`config.mk`:
```
export PLATFORM = sky130hd
export DESIGN_NAME = acc_unit_pipe_flat
export DESIGN_NICKNAME = d
export VERILOG_FILES = /design/src/rtl/acc_unit_pipe_pkg.sv /design/src/rtl/acc_unit_pipe_if.sv /design/src/rtl/acc_unit_pipe_arg_fifo.sv /design/src/rtl/acc_unit_pipe.sv /design/src/flat_wrapper.sv
export SDC_FILE = /design/constraint.sdc
export NUM_CORES = 1
export LEC_CHECK = 0
export CORE_UTILIZATION = 61
export DETAILED_ROUTE_END_ITERATION = 10
export MAX_ROUTING_LAYER = met4
export PLACE_DENSITY = 0.78
export SYNTH_ARGS = -nofsm -noshare
export SYNTH_HDL_FRONTEND = slang
export SYNTH_SLANG_ARGS = --single-unit
```
`constraint.sdc`:
```
create_clock -name clk -period 23.5 [get_ports clk]
set_clock_uncertainty 0.15 [all_clocks]
set_input_delay 3.525 -clock clk [delete_from_list [all_inputs] [get_ports clk]]
set_output_delay 3.525 -clock clk [all_outputs]
set_load 0.02 [all_outputs]
```
`src/rtl/acc_unit_pipe_pkg.sv`:
```
// ---------------------------------------------------------------------------
// acc_pkg
//   Shared types and the compute function of the streaming accelerator.
//   acc_op_t     : operation select carried with every operand
//   ACC_LEGACY_W : word width of the original fixed half-sum accelerator
//   ACC_MAX_W    : widest DATA_W the compute function supports
//   acc_compute  : returns {sat, result} for one operand word
// ---------------------------------------------------------------------------
package acc_pkg;

   typedef enum logic [1:0] {
      ACC_SUM    = 2'd0,
      ACC_POPCNT = 2'd1,
      ACC_BREV   = 2'd2,
      ACC_SATSUM = 2'd3
   } acc_op_t;

   localparam int ACC_LEGACY_W = 32;
   localparam int ACC_MAX_W    = 128;

   typedef logic [ACC_MAX_W-1:0] acc_word_t;
   typedef logic [ACC_MAX_W:0]   acc_out_t;

   // Works on a zero-extended word of ACC_MAX_W bits; data_w selects the real
   // operand width. The sat flag is placed at bit data_w so a caller can
   // truncate the return value to data_w+1 bits and get {sat, result}.
   function automatic acc_out_t acc_compute(input acc_word_t data,
                                            input acc_op_t   op,
                                            input int        data_w);
      int             h;
      int             nbytes;
      int             cnt;
      acc_word_t      mask;
      acc_word_t      hi;
      acc_word_t      lo;
      acc_word_t      res;
      logic [ACC_MAX_W:0] sum;
      logic           ovf;
      logic           sat;
      acc_out_t       ret;

      h      = data_w / 2;
      nbytes = data_w / 8;
      mask   = {ACC_MAX_W{1'b1}} >> (ACC_MAX_W - h);
      hi     = (data >> h) & mask;
      lo     = data & mask;
      sum    = {1'b0, hi} + {1'b0, lo};
      // Carry out of the H-bit half sum
      ovf    = sum[h];
      res    = '0;
      sat    = 1'b0;
      cnt    = 0;

      case (op)
         ACC_SUM: begin
            res = sum[ACC_MAX_W-1:0] & mask;
         end
         ACC_POPCNT: begin
            for (int i = 0; i < ACC_MAX_W; i++) begin
               if (data[i]) cnt++;
            end
            res = acc_word_t'(cnt);
         end
         ACC_BREV: begin
            for (int b = 0; b < ACC_MAX_W / 8; b++) begin
               if (b < nbytes) res[b*8 +: 8] = data[(nbytes-1-b)*8 +: 8];
            end
         end
         ACC_SATSUM: begin
            if (ovf) begin
               res = mask;
               sat = 1'b1;
            end else begin
               res = sum[ACC_MAX_W-1:0] & mask;
            end
         end
         default: res = '0;
      endcase

      ret         = {1'b0, res};
      ret[data_w] = sat;
      return ret;
   endfunction

endpackage

```
`src/rtl/acc_unit_pipe_if.sv`:
```
// ---------------------------------------------------------------------------
// acc_unit_pipe_if
//   Operand and result streams of acc_unit_pipe.
//   arg_* : operand stream, producer -> unit (arg_ready driven by the unit)
//   res_* : result stream, unit -> consumer (res_ready driven by the consumer)
//
//   Handshake rule for both streams: a transfer happens on a rising clock
//   edge where valid && ready are both high. Once valid is raised, the
//   payload stays stable until that transfer. ready may be high with valid
//   low. Neither side's ready depends combinationally on the other stream.
//
//   master : the processor-side producer/consumer
//   slave  : the accelerator
// ---------------------------------------------------------------------------
interface acc_unit_pipe_if
   import acc_pkg::*;
#(
   parameter int DATA_W = 32,
   parameter int TAG_W  = 6
);

   logic              arg_valid;
   logic              arg_ready;
   logic [DATA_W-1:0] arg_data;
   acc_op_t           arg_op;
   logic [TAG_W-1:0]  arg_tag;

   logic              res_valid;
   logic              res_ready;
   logic [DATA_W-1:0] res_data;
   logic [TAG_W-1:0]  res_tag;
   logic              res_sat;

   modport master (
      output arg_valid, arg_data, arg_op, arg_tag, res_ready,
      input  arg_ready, res_valid, res_data, res_tag, res_sat
   );

   modport slave (
      input  arg_valid, arg_data, arg_op, arg_tag, res_ready,
      output arg_ready, res_valid, res_data, res_tag, res_sat
   );

endinterface

```
`src/rtl/acc_unit_pipe_arg_fifo.sv`:
```
// ---------------------------------------------------------------------------
// acc_arg_fifo
//   Synchronous FIFO holding accepted operands until the pipeline takes them.
//   clk, rst_n : clock, asynchronous active-low reset (pointers only)
//   push       : write push_data at the tail (ignored when full)
//   pop        : drop the head entry (ignored when empty)
//   pop_data   : current head entry, valid when !empty
//   full/empty : occupancy flags
//   Pointers carry one extra wrap bit so full and empty are distinguishable.
// ---------------------------------------------------------------------------
module acc_arg_fifo #(
   parameter int WIDTH = 8,
   parameter int DEPTH = 4
) (
   input  logic             clk,
   input  logic             rst_n,
   input  logic             push,
   input  logic [WIDTH-1:0] push_data,
   input  logic             pop,
   output logic [WIDTH-1:0] pop_data,
   output logic             full,
   output logic             empty
);

   localparam int AW = $clog2(DEPTH);
   localparam logic [AW:0] PTR_ONE = {{AW{1'b0}}, 1'b1};

   logic [AW:0]      wr_ptr;
   logic [AW:0]      rd_ptr;
   logic [WIDTH-1:0] mem [DEPTH];

   assign full     = (wr_ptr[AW] != rd_ptr[AW]) && (wr_ptr[AW-1:0] == rd_ptr[AW-1:0]);
   assign empty    = (wr_ptr == rd_ptr);
   assign pop_data = mem[rd_ptr[AW-1:0]];

   always_ff @(posedge clk or negedge rst_n) begin
      if (!rst_n) begin
         wr_ptr <= '0;
         rd_ptr <= '0;
      end else begin
         if (push && !full) wr_ptr <= wr_ptr + PTR_ONE;
         if (pop && !empty) rd_ptr <= rd_ptr + PTR_ONE;
      end
   end

   // Storage needs no reset: an entry is only read after it has been written.
   always_ff @(posedge clk) begin
      if (push && !full) mem[wr_ptr[AW-1:0]] <= push_data;
   end

endmodule

```
`src/rtl/acc_unit_pipe.sv`:
```
// ---------------------------------------------------------------------------
// acc_unit_pipe
//   Streaming accelerator: operands are buffered in an argument FIFO, run
//   through a selectable operation, delayed by a LATENCY-deep stall-able
//   pipeline and returned in acceptance order with their tag.
//   clk, rst_n : clock, asynchronous active-low reset (sync release)
//   bus        : operand/result streams (acc_unit_pipe_if.slave)
//   busy       : FIFO non-empty or any pipeline stage valid
//   in_flight  : accepted items not yet taken by the consumer
// ---------------------------------------------------------------------------
module acc_unit_pipe
   import acc_pkg::*;
#(
   parameter  int DATA_W    = 32,
   parameter  int TAG_W     = 6,
   parameter  int ARG_DEPTH = 4,
   parameter  int LATENCY   = 2,
   localparam int CNT_W     = $clog2(ARG_DEPTH + LATENCY + 1)
) (
   input  logic             clk,
   input  logic             rst_n,
   acc_unit_pipe_if.slave   bus,
   output logic             busy,
   output logic [CNT_W-1:0] in_flight
);

   // DATA_W must not exceed ACC_MAX_W of acc_pkg.

   typedef struct packed {
      acc_op_t           op;
      logic [TAG_W-1:0]  tag;
      logic [DATA_W-1:0] data;
   } arg_ent_t;

   localparam logic [CNT_W-1:0] CNT_ONE = {{(CNT_W-1){1'b0}}, 1'b1};

   arg_ent_t          push_ent;
   arg_ent_t          head;
   logic              fifo_full;
   logic              fifo_empty;
   logic              push;
   logic              pop;
   logic              adv;
   logic              take;
   logic [DATA_W:0]   comp;

   logic [LATENCY-1:0] st_valid;
   logic [LATENCY-1:0] st_sat;
   logic [DATA_W-1:0]  st_data [LATENCY];
   logic [TAG_W-1:0]   st_tag  [LATENCY];

   assign push_ent = '{op: bus.arg_op, tag: bus.arg_tag, data: bus.arg_data};

   // arg_ready is only the registered full flag, so a same-cycle pop never
   // opens it; there is no path from res_ready to arg_ready.
   assign push = bus.arg_valid && !fifo_full;
   assign adv  = !st_valid[LATENCY-1] || bus.res_ready;
   assign pop  = adv && !fifo_empty;
   assign take = st_valid[LATENCY-1] && bus.res_ready;

   acc_arg_fifo #(
      .WIDTH ($bits(arg_ent_t)),
      .DEPTH (ARG_DEPTH)
   ) u_arg_fifo (
      .clk       (clk),
      .rst_n     (rst_n),
      .push      (push),
      .push_data (push_ent),
      .pop       (pop),
      .pop_data  (head),
      .full      (fifo_full),
      .empty     (fifo_empty)
   );

   // Truncating to DATA_W+1 bits keeps {sat, result}.
   always_comb begin
      comp = (DATA_W+1)'(acc_compute(acc_word_t'(head.data), head.op, DATA_W));
   end

   // Whole pipeline moves together; bubbles are not squeezed out.
   always_ff @(posedge clk or negedge rst_n) begin
      if (!rst_n) begin
         st_valid <= '0;
         st_sat   <= '0;
         for (int i = 0; i < LATENCY; i++) begin
            st_data[i] <= '0;
            st_tag[i]  <= '0;
         end
      end else if (adv) begin
         st_valid[0] <= !fifo_empty;
         st_sat[0]   <= fifo_empty ? 1'b0 : comp[DATA_W];
         st_data[0]  <= fifo_empty ? '0 : comp[DATA_W-1:0];
         st_tag[0]   <= fifo_empty ? '0 : head.tag;
         for (int i = 1; i < LATENCY; i++) begin
            st_valid[i] <= st_valid[i-1];
            st_sat[i]   <= st_sat[i-1];
            st_data[i]  <= st_data[i-1];
            st_tag[i]   <= st_tag[i-1];
         end
      end
   end

   always_ff @(posedge clk or negedge rst_n) begin
      if (!rst_n) begin
         in_flight <= '0;
      end else if (push && !take) begin
         in_flight <= in_flight + CNT_ONE;
      end else if (!push && take) begin
         in_flight <= in_flight - CNT_ONE;
      end
   end

   assign bus.arg_ready = !fifo_full;
   assign bus.res_valid = st_valid[LATENCY-1];
   assign bus.res_data  = st_data[LATENCY-1];
   assign bus.res_tag   = st_tag[LATENCY-1];
   assign bus.res_sat   = st_sat[LATENCY-1];
   assign busy          = !fifo_empty || (|st_valid);

endmodule

```
`src/flat_wrapper.sv`:
```
// flat-port wrapper written by rule: the top's interface ports become plain ports
module acc_unit_pipe_flat import acc_pkg::*;
#(
   parameter  int DATA_W    = 32,
   parameter  int TAG_W     = 6,
   parameter  int ARG_DEPTH = 4,
   parameter  int LATENCY   = 2,
   localparam int CNT_W     = $clog2(ARG_DEPTH + LATENCY + 1)
)
  (clk, rst_n, busy, in_flight, bus_arg_valid, bus_arg_data, bus_arg_op, bus_arg_tag, bus_res_ready, bus_arg_ready, bus_res_valid, bus_res_data, bus_res_tag, bus_res_sat);
  acc_unit_pipe_if #(.DATA_W(DATA_W), .TAG_W(TAG_W)) bus_i ();
  input  logic clk;
  input  logic rst_n;
  output logic busy;
  output logic [CNT_W-1:0] in_flight;
  input wire logic [$bits(bus_i.arg_valid)-1:0] bus_arg_valid;
  input wire logic [$bits(bus_i.arg_data)-1:0] bus_arg_data;
  input wire logic [$bits(bus_i.arg_op)-1:0] bus_arg_op;
  input wire logic [$bits(bus_i.arg_tag)-1:0] bus_arg_tag;
  input wire logic [$bits(bus_i.res_ready)-1:0] bus_res_ready;
  output wire logic [$bits(bus_i.arg_ready)-1:0] bus_arg_ready;
  output wire logic [$bits(bus_i.res_valid)-1:0] bus_res_valid;
  output wire logic [$bits(bus_i.res_data)-1:0] bus_res_data;
  output wire logic [$bits(bus_i.res_tag)-1:0] bus_res_tag;
  output wire logic [$bits(bus_i.res_sat)-1:0] bus_res_sat;
  assign bus_i.arg_valid = bus_arg_valid;
  assign bus_i.arg_data = bus_arg_data;
  assign bus_i.arg_op = bus_arg_op;
  assign bus_i.arg_tag = bus_arg_tag;
  assign bus_i.res_ready = bus_res_ready;
  assign bus_arg_ready = bus_i.arg_ready;
  assign bus_res_valid = bus_i.res_valid;
  assign bus_res_data = bus_i.res_data;
  assign bus_res_tag = bus_i.res_tag;
  assign bus_res_sat = bus_i.res_sat;
  acc_unit_pipe #(.DATA_W(DATA_W), .TAG_W(TAG_W), .ARG_DEPTH(ARG_DEPTH), .LATENCY(LATENCY)) u_core (.clk(clk), .rst_n(rst_n), .bus(bus_i), .busy(busy), .in_flight(in_flight));
endmodule
```
==> results.txt, run 1 <==
- In this run the tightest slew margin relative to its limit is 0.257.
* Number of global-route vias before repair: 10600
- After detailed routing, the total wire length is 34.0 mm.
- 0 antenna diodes ended up in the layout.
- Category of the critical setup timing path: reg -> reg
- After synthesis the netlist holds a flip-flop and latch count of 249.
- The number of hold violations in the final report is 0.
* Portion of the post-synthesis area used by sequential elements: 0.450
* Setup TNS Final: 0 ns
- Setup crit end kind: register
- Setup repair after global routing left no endpoint under its margin.
- Via/cell ratio: 6.01
- The detailed router finished its first iteration with 928 violations.
- Total area of sequential cells: 0.00703 mm2
- Maximum clock frequency: 46.7 MHz
- The number of antenna violations at the first check in global routing came to 0.
* Time the worst path needs with I/O delays and setup: 21.39 ns
* Global-route usage over all layers: 0.277
* Largest net degree at the start of global routing: 51
- Hold/Removal Path Class: reg -> reg
- Mux contribution to synthesized area: 0.0783
- Routability-driven placement finished with a final weighted congestion of 0.909.
* CORE AREA: 0.0252 mm2
* Starting Density: 0.621
* Total of hold buffers inserted after clock tree synthesis: 0
- The count of nets left with antenna violations once routing finished came out at 0.
- The layout has 1839 filler cells.
- Area occupied by multi-input gates: 0.00790 mm2
* Vertical die dimension: 162 um
- The netlist uses 101 different library cells.
* Largest family of logic cells by synthesized area: simple AND/OR/NAND/NOR gates
- On the critical path, the stage with the largest delay is an instance of sky130_fd_sc_hd__mux4_2.
- Detailed placement ended at an HPWL of 24.3 mm.
- Total setup violations reported at the end of the flow: 0
- The final route contains 10800 vias.
- After detailed routing, the number of remaining DRC violations is 0.
- Main flop type after synthesis: sky130_fd_sc_hd__edfxtp_1
- The first global-routing pass estimated 55.2 mm of wire.
- Die width: 162 um
- Post-CTS repair changed the size of 0 cells.
- The tree is rooted in a sky130_fd_sc_hd__clkbuf_16.
- Tcrit/Tclk final: 0.910
- For the pin with the worst max-slew slack, the measured transition is 1.11 ns.
- First-pass iteration count of the detailed router: 6
- Buffers placed on the I/O ports in this run total 88.
- Wirelength per Cell: 19.0 um
- The synthesized netlist occupies a cell area of 0.0156 mm2.
* Total gr overflow: 0
- In the final layout, the share of cells above drive strength 1 is 0.110.
- Data required, critical path: 23.74 ns
* Arrival time at the worst endpoint: 21.63 ns
* TritonCTS clock tree: done
- At the later pin of the worst-skew pair, clock insertion delay measures 0.54 ns.
- The number of nets handed over by synthesis was 1512.
- Count of warnings emitted by yosys: 0
- Adder-cell area share of the yosys netlist: 0.0456
* Number of buffers inserted during clock tree synthesis: 25
- The floorplan has 58 rows.
* Most common library cell in the layout ignoring fill and taps: sky130_fd_sc_hd__nand2_1
- Clock-pin slew was measured on the worst setup and hold paths at 0.06 ns.
* CTS Sinks: 249
- Maximum fanout along the worst path: 11
- Outcome: completed
- Syn avg cell area: 11.1 um2
* Layout overhead on the synthesized area: 10.7%
- Startpoint class of the critical path: register
- The final count of pins violating max slew was 0.
- Post-Synthesis Cells: 1413
* Total Nets Final: 1541
* Compound-gate portion of the synthesized area: 0.109
- Critical Path Max Stage Delay: 0.61 ns
- The cell that appears most often on the critical path is sky130_fd_sc_hd__ha_1.
- Simple-gate share of the synthesized area: 0.145
* IO Count: 89
* Number of buffers on the longest clock path: 3
- Share of synthesized registers carrying an async set or reset: 0.357
- H-tree lvl count: 1
- Number of synthesized flops with an enable pin: 160
- Xor-xnor portion of the synthesized cell area: 0.126
* Post CTS Setup Buffer Count: 0
* Die outline area: 0.0263 mm2
- In the layout the commonest cells are sky130_fd_sc_hd__nand2_1, sky130_fd_sc_hd__edfxtp_1, sky130_fd_sc_hd__xnor2_1.
* Number of max-cap violations: 0
[final timing paths]
check / startpoint / to / slack, ns / cells after the start
worst min-delay path: u_core.bus.res_data[13]$_DFFE_PN0N_ / u_core.bus.res_data[13]$_DFFE_PN0N_ / 0.31 / 2
worst max register to register: u_core.u_arg_fifo.rd_ptr[0]$_DFFE_PN0P_ / u_core.st_data[38]$_DFFE_PN0N_ / 2.11 / 100
max in group asynchronous: rst_n / u_core.u_arg_fifo.rd_ptr[1]$_DFFE_PN0P_ / 19.36 / 2
worst min register to register: u_core.bus.res_data[13]$_DFFE_PN0N_ / u_core.bus.res_data[13]$_DFFE_PN0N_ / 0.31 / 2
min in group asynchronous: rst_n / u_core.bus.res_tag[1]$_DFFE_PN0N_ / 2.84 / 1
worst max-delay path: u_core.u_arg_fifo.rd_ptr[0]$_DFFE_PN0P_ / u_core.st_data[38]$_DFFE_PN0N_ / 2.11 / 100
[kinds of logic after synthesis]
family,after synthesis
buf+inv,144
compound gates,238
xor+xnor,172
fa+ha+maj,56
simple gates,482
mux,72
flops,249
[sequential cells by signal (all words and copies together), names as in the netlist]
signal and count:
u_core.u_arg_fifo.mem 160, u_core.bus.res_data 32, u_core.st_data 32, u_core.bus.res_tag 6, u_core.st_tag 6, u_core.in_flight 3
u_core.u_arg_fifo.rd_ptr 3, u_core.u_arg_fifo.wr_ptr 3, u_core.st_sat 2, u_core.st_valid 2
[stage by stage]
step / util / hold WS (ns) / cell area, um2 / setup slack (ns) / cells
final: 0.687 / 0.312 / 17300 / 2.11 / 1790
after global routing: 0.687 / 0.334 / 17300 / 0.699 / 1790
after CTS: 0.687 / 0.319 / 17300 / 2.21 / 1790
after detailed placement: 0.654 / 0.305 / 16500 / 2.26 / 1745
after global placement: 0.654 / 0.298 / 16500 / 3.06 / 1745
after floorplan: - / 0.289 / 15600 / 2.53 / 1413
[Yosys cell counts (all sizes together) (11+ instances only)]
| library cell | instances | area, um2 |
|---|---|---|
| edfxtp | 160 | 4800 |
| o22ai | 11 | 81.3 |
| nor3 | 14 | 80.1 |
| dfrtp | 89 | 2230 |
| and2 | 13 | 81.3 |
| a22o | 19 | 166 |
| nor2b | 15 | 93.8 |
| nand2b | 16 | 100 |
| xor2 | 50 | 505 |
| a21oi | 58 | 294 |
| nand2 | 241 | 905 |
| ha | 53 | 663 |
| nand4 | 11 | 75.1 |
| xnor3 | 16 | 368 |
| nor2 | 71 | 269 |
| mux4 | 39 | 878 |
| buf | 57 | 393 |
| and3 | 13 | 81.3 |
| o21ai | 38 | 198 |
| o21bai | 11 | 82.6 |
| nand3 | 39 | 195 |
| mux2i | 23 | 234 |
| inv | 47 | 179 |
| clkbuf | 38 | 143 |
| xnor2 | 103 | 1030 |
[critical path, delay by kind of cell, from the launching register on]
kind,cells,cell delay (ns)
muxes,10,3.22
buffers and inverters,6,0.54
and+or+nand+nor,26,3.04
xor gates and xnor gates,2,0.47
adders and majority gates,30,9.12
DFF,1,0.58
AOI/OAI and AO/OA,26,4.11
[area by class of cell]
cell class,instances,share of cell area
multi-input combinational,1020,0.456
sequential,249,0.406
clock buffer,32,0.0388
timing repair buffer,97,0.0546
inverter,49,0.0108
clock inverter,13,0.00904
tap,330,0.0239
[routing by layer]
layer,global-route usage,share of wire
met3,0.0370,0.057
met2,0.433,0.46
met1,0.377,0.44
met4,0.0931,0.034
met5,-,0
Power of run 1 is left out: the tool's default activity adds up to more than one toggle a clock period on the data nets, which glitch-free logic cannot reach.
==> inputs of run 2 (changes only) <==
PLACE_DENSITY = 0.91   (was 0.78)
==> results.txt, run 2 (synthesis gave the netlist of run 1 again) <==
- Slew Viols, Final: 0 (unchanged)
- The worst-margin pin slew came to 1.37 ns (+0.255 ns).
- Number of max-cap violations: 0 (unchanged)
- The area taken by flip-flops and latches was 0.00703 mm2 (unchanged).
* First-iteration detailed-routing DRC count: 1118 (+20%)
- The area inside the core boundary is 0.0252 mm2 (unchanged).
- Endpoint of the lowest-slack register-to-register path: u_core.st_data[38]$_DFFE_PN0N_
- First-pass iteration count of the detailed router: 6 (unchanged)
- Total setup violations reported at the end of the flow: 0 (unchanged)
- Layout overhead on the synthesized area: 10.5%
- The number of routed nets with antenna violations came to 0 (unchanged).
* Global-route usage over all layers: 0.282 (+0.00517)
* H-tree lvl count: 1 (unchanged)
- Most used cells in the layout excluding fill and tap cells: sky130_fd_sc_hd__nand2_1, sky130_fd_sc_hd__edfxtp_1, sky130_fd_sc_hd__xnor2_1
* Outcome: completed
* Ratio of cells with drive above 1 in the final layout: 0.112 (+0.00205)
- The headroom to the max-slew limit was 0.0831 (-0.174).
- Arrival time at the worst endpoint: 21.83 ns (+0.20 ns)
* Master cell of the clock root buffer: sky130_fd_sc_hd__clkbuf_16
- On the critical path, the stage with the largest delay is an instance of sky130_fd_sc_hd__dfrtp_2.
- The estimated wirelength of the detail-placed design is 25.1 mm (+3.1%).
- The count of clock tree sinks is 249 (unchanged).
- Count of cells along the worst hold path: 2 (unchanged)
- The number of antenna violations at the first check in global routing was 0 (unchanged).
- Starting Density: 0.621 (unchanged)
- The count of boundary I/O pins was 89 (unchanged).
* Data required, critical path: 23.73 ns (about the same)
- Maximum clock frequency: 46.3 MHz (-0.97%)
* Number of buffers inserted during clock tree synthesis: 25 (unchanged)
- Setup repair after global routing left no endpoint under its margin.
* Number of buffers on the longest clock path: 3 (unchanged)
* Non-filler cells in the finished layout: 1790 (unchanged)
* R2r startpoint: u_core.u_arg_fifo.rd_ptr[1]$_DFFE_PN0P_
* Final hold violation count: 0 (unchanged)
- The total of hold buffers inserted after clock tree synthesis was 0 (unchanged).
- Die outline area: 0.0263 mm2 (unchanged)
- For hold timing, the worst endpoint is u_core.bus.res_tag[1]$_DFFE_PN0N_.
- Clock network latency to the later pin of the worst-skew pair: 0.53 ns (about the same)
* Tcrit/Tclk final: 0.919 (+0.00891)
- TritonCTS clock tree: done
* Total vias in the final route: 11000 (+2.1%)
- The largest fanout of any net on the critical path was 14 (+3).
- Cell mode on critical path: sky130_fd_sc_hd__ha_1
- Cells resized by post-CTS repair: 0 (unchanged)
- R2R Setup Slk: 1.90 ns (-0.21 ns)
- Wire length of the first global-routing pass: 56.1 mm (+1.6%)
* Startpoint class of the critical path: register
* DRC: 0 (unchanged)
- Total gr overflow: 0 (unchanged)
* Number of global-route vias before repair: 10700 (+1.4%)
- Largest net degree at the start of global routing: 90 (+76%)
* Placed cell count: 1744 (-0.057%)
* Wirelength per Cell: 19.8 um (+4.1%)
- Area occupied by multi-input gates: 0.00790 mm2 (about the same)
* Setup crit end kind: register
* Filler Cell Count: 1730 (-5.9%)
- The mean number of vias per cell came to 6.14 (+2.1%).
- The antenna diode instance count is 0 (unchanged).
- Routability Congestion: 0.926 (+1.8%)
- Die width: 162 um (unchanged)
- Most common library cell in the layout ignoring fill and taps: sky130_fd_sc_hd__nand2_1
* Buffers added on ports: 88 (unchanged)
* Vertical die dimension: 162 um (unchanged)
* Worst reg2reg path depth: 100 (unchanged)
- The net count reported at finish was 1540 (-0.065%).
- The worst hold path begins at u_core.bus.res_tag[1]$_DFFE_PN0N_.
* Category of the critical setup timing path: reg -> reg
- The wire length after detailed routing came to 35.4 mm (+4.1%).
- Time the worst path needs with I/O delays and setup: 21.60 ns (+0.209 ns)
- The site row count was 58 (unchanged).
- The number of flip-flops in the largest register is 160 (unchanged).
* Clock transition at the register clock pins on the worst setup and hold paths after CTS: 0.07 ns (about the same)
- Critical Path Max Stage Delay: 0.64 ns (+0.03 ns)
* Post CTS Setup Buffer Count: 0 (unchanged)
* Setup TNS Final: 0 ns (unchanged)
* Hold/Removal Path Class: reg -> reg
run 2: cell count changes in the layout (fill, tap and decap cells not counted):
cell	before	now
sky130_fd_sc_hd__inv_6	1	4
sky130_fd_sc_hd__inv_16	1	0
sky130_fd_sc_hd__nand2b_2	1	0
sky130_fd_sc_hd__clkinvlp_4	1	0
sky130_fd_sc_hd__nand2b_1	15	16
sky130_fd_sc_hd__clkinv_2	4	9
sky130_fd_sc_hd__buf_4	10	9
sky130_fd_sc_hd__clkbuf_1	5	2
sky130_fd_sc_hd__clkinv_1	5	4
sky130_fd_sc_hd__clkinv_4	0	1
sky130_fd_sc_hd__clkbuf_8	2	0
run 2: final cells by class:
type                       count  area share
clock buffer                  27      0.0366
sequential                   249       0.407
multi-input combinational   1020       0.457
timing repair buffer          96      0.0543
clock inverter                19      0.0107
tap                          330      0.0239
inverter                      49      0.0109
run 2: metrics by stage:
step / hold slack (ns) / setup WS (ns) / instance area [um2] / utilization
3_3_place_gp: 0.298 / 3.24 / 16500 / 0.654
2_1_floorplan: 0.289 / 2.53 / 15600 / -
3_5_place_dp: 0.305 / 2.16 / 16500 / 0.654
4_1_cts: 0.318 / 2.14 / 17300 / 0.687
6_report: 0.314 / 1.90 / 17300 / 0.687
5_1_grt: 0.334 / 0.467 / 17300 / 0.687
run 2: critical path, delay by kind of cell (launching register included):
kind	cells	cell delay (ns)
adders and majority gates	30	9.25
DFF	1	0.64
AOI/OAI and AO/OA	26	4.17
xor gates and xnor gates	2	0.46
buffers and inverters	6	0.57
muxes	10	3.08
and+or+nand+nor	26	3.10
run 2: metal layers:
| layer | vias to the layer above | track usage | wire [um] |
|---|---|---|---|
| li1 | 5109 | - | - |
| met1 | 5346 | 0.361 | 14400 |
| met2 | 447 | 0.467 | 17300 |
| met3 | 88 | 0.0426 | 2710 |
| met4 | 0 | 0.0853 | 1060 |
| met5 | - | - | 0 |
run 2: worst max path at each step:
stage                                                  startpoint                              to  depth (start not counted)
after floorplan           u_core.u_arg_fifo.rd_ptr[0]$_DFFE_PN0P_  u_core.st_data[38]$_DFFE_PN0N_                        105
after CTS                 u_core.u_arg_fifo.rd_ptr[1]$_DFFE_PN0P_  u_core.st_data[38]$_DFFE_PN0N_                        100
final                     u_core.u_arg_fifo.rd_ptr[1]$_DFFE_PN0P_  u_core.st_data[38]$_DFFE_PN0N_                        100
after global routing      u_core.u_arg_fifo.rd_ptr[0]$_DFFE_PN0P_  u_core.st_data[38]$_DFFE_PN0N_                         99
after global placement    u_core.u_arg_fifo.rd_ptr[0]$_DFFE_PN0P_  u_core.st_data[38]$_DFFE_PN0N_                         98
after detailed placement  u_core.u_arg_fifo.rd_ptr[1]$_DFFE_PN0P_  u_core.st_data[38]$_DFFE_PN0N_                        100
Power of run 2 is left out for the same reason.
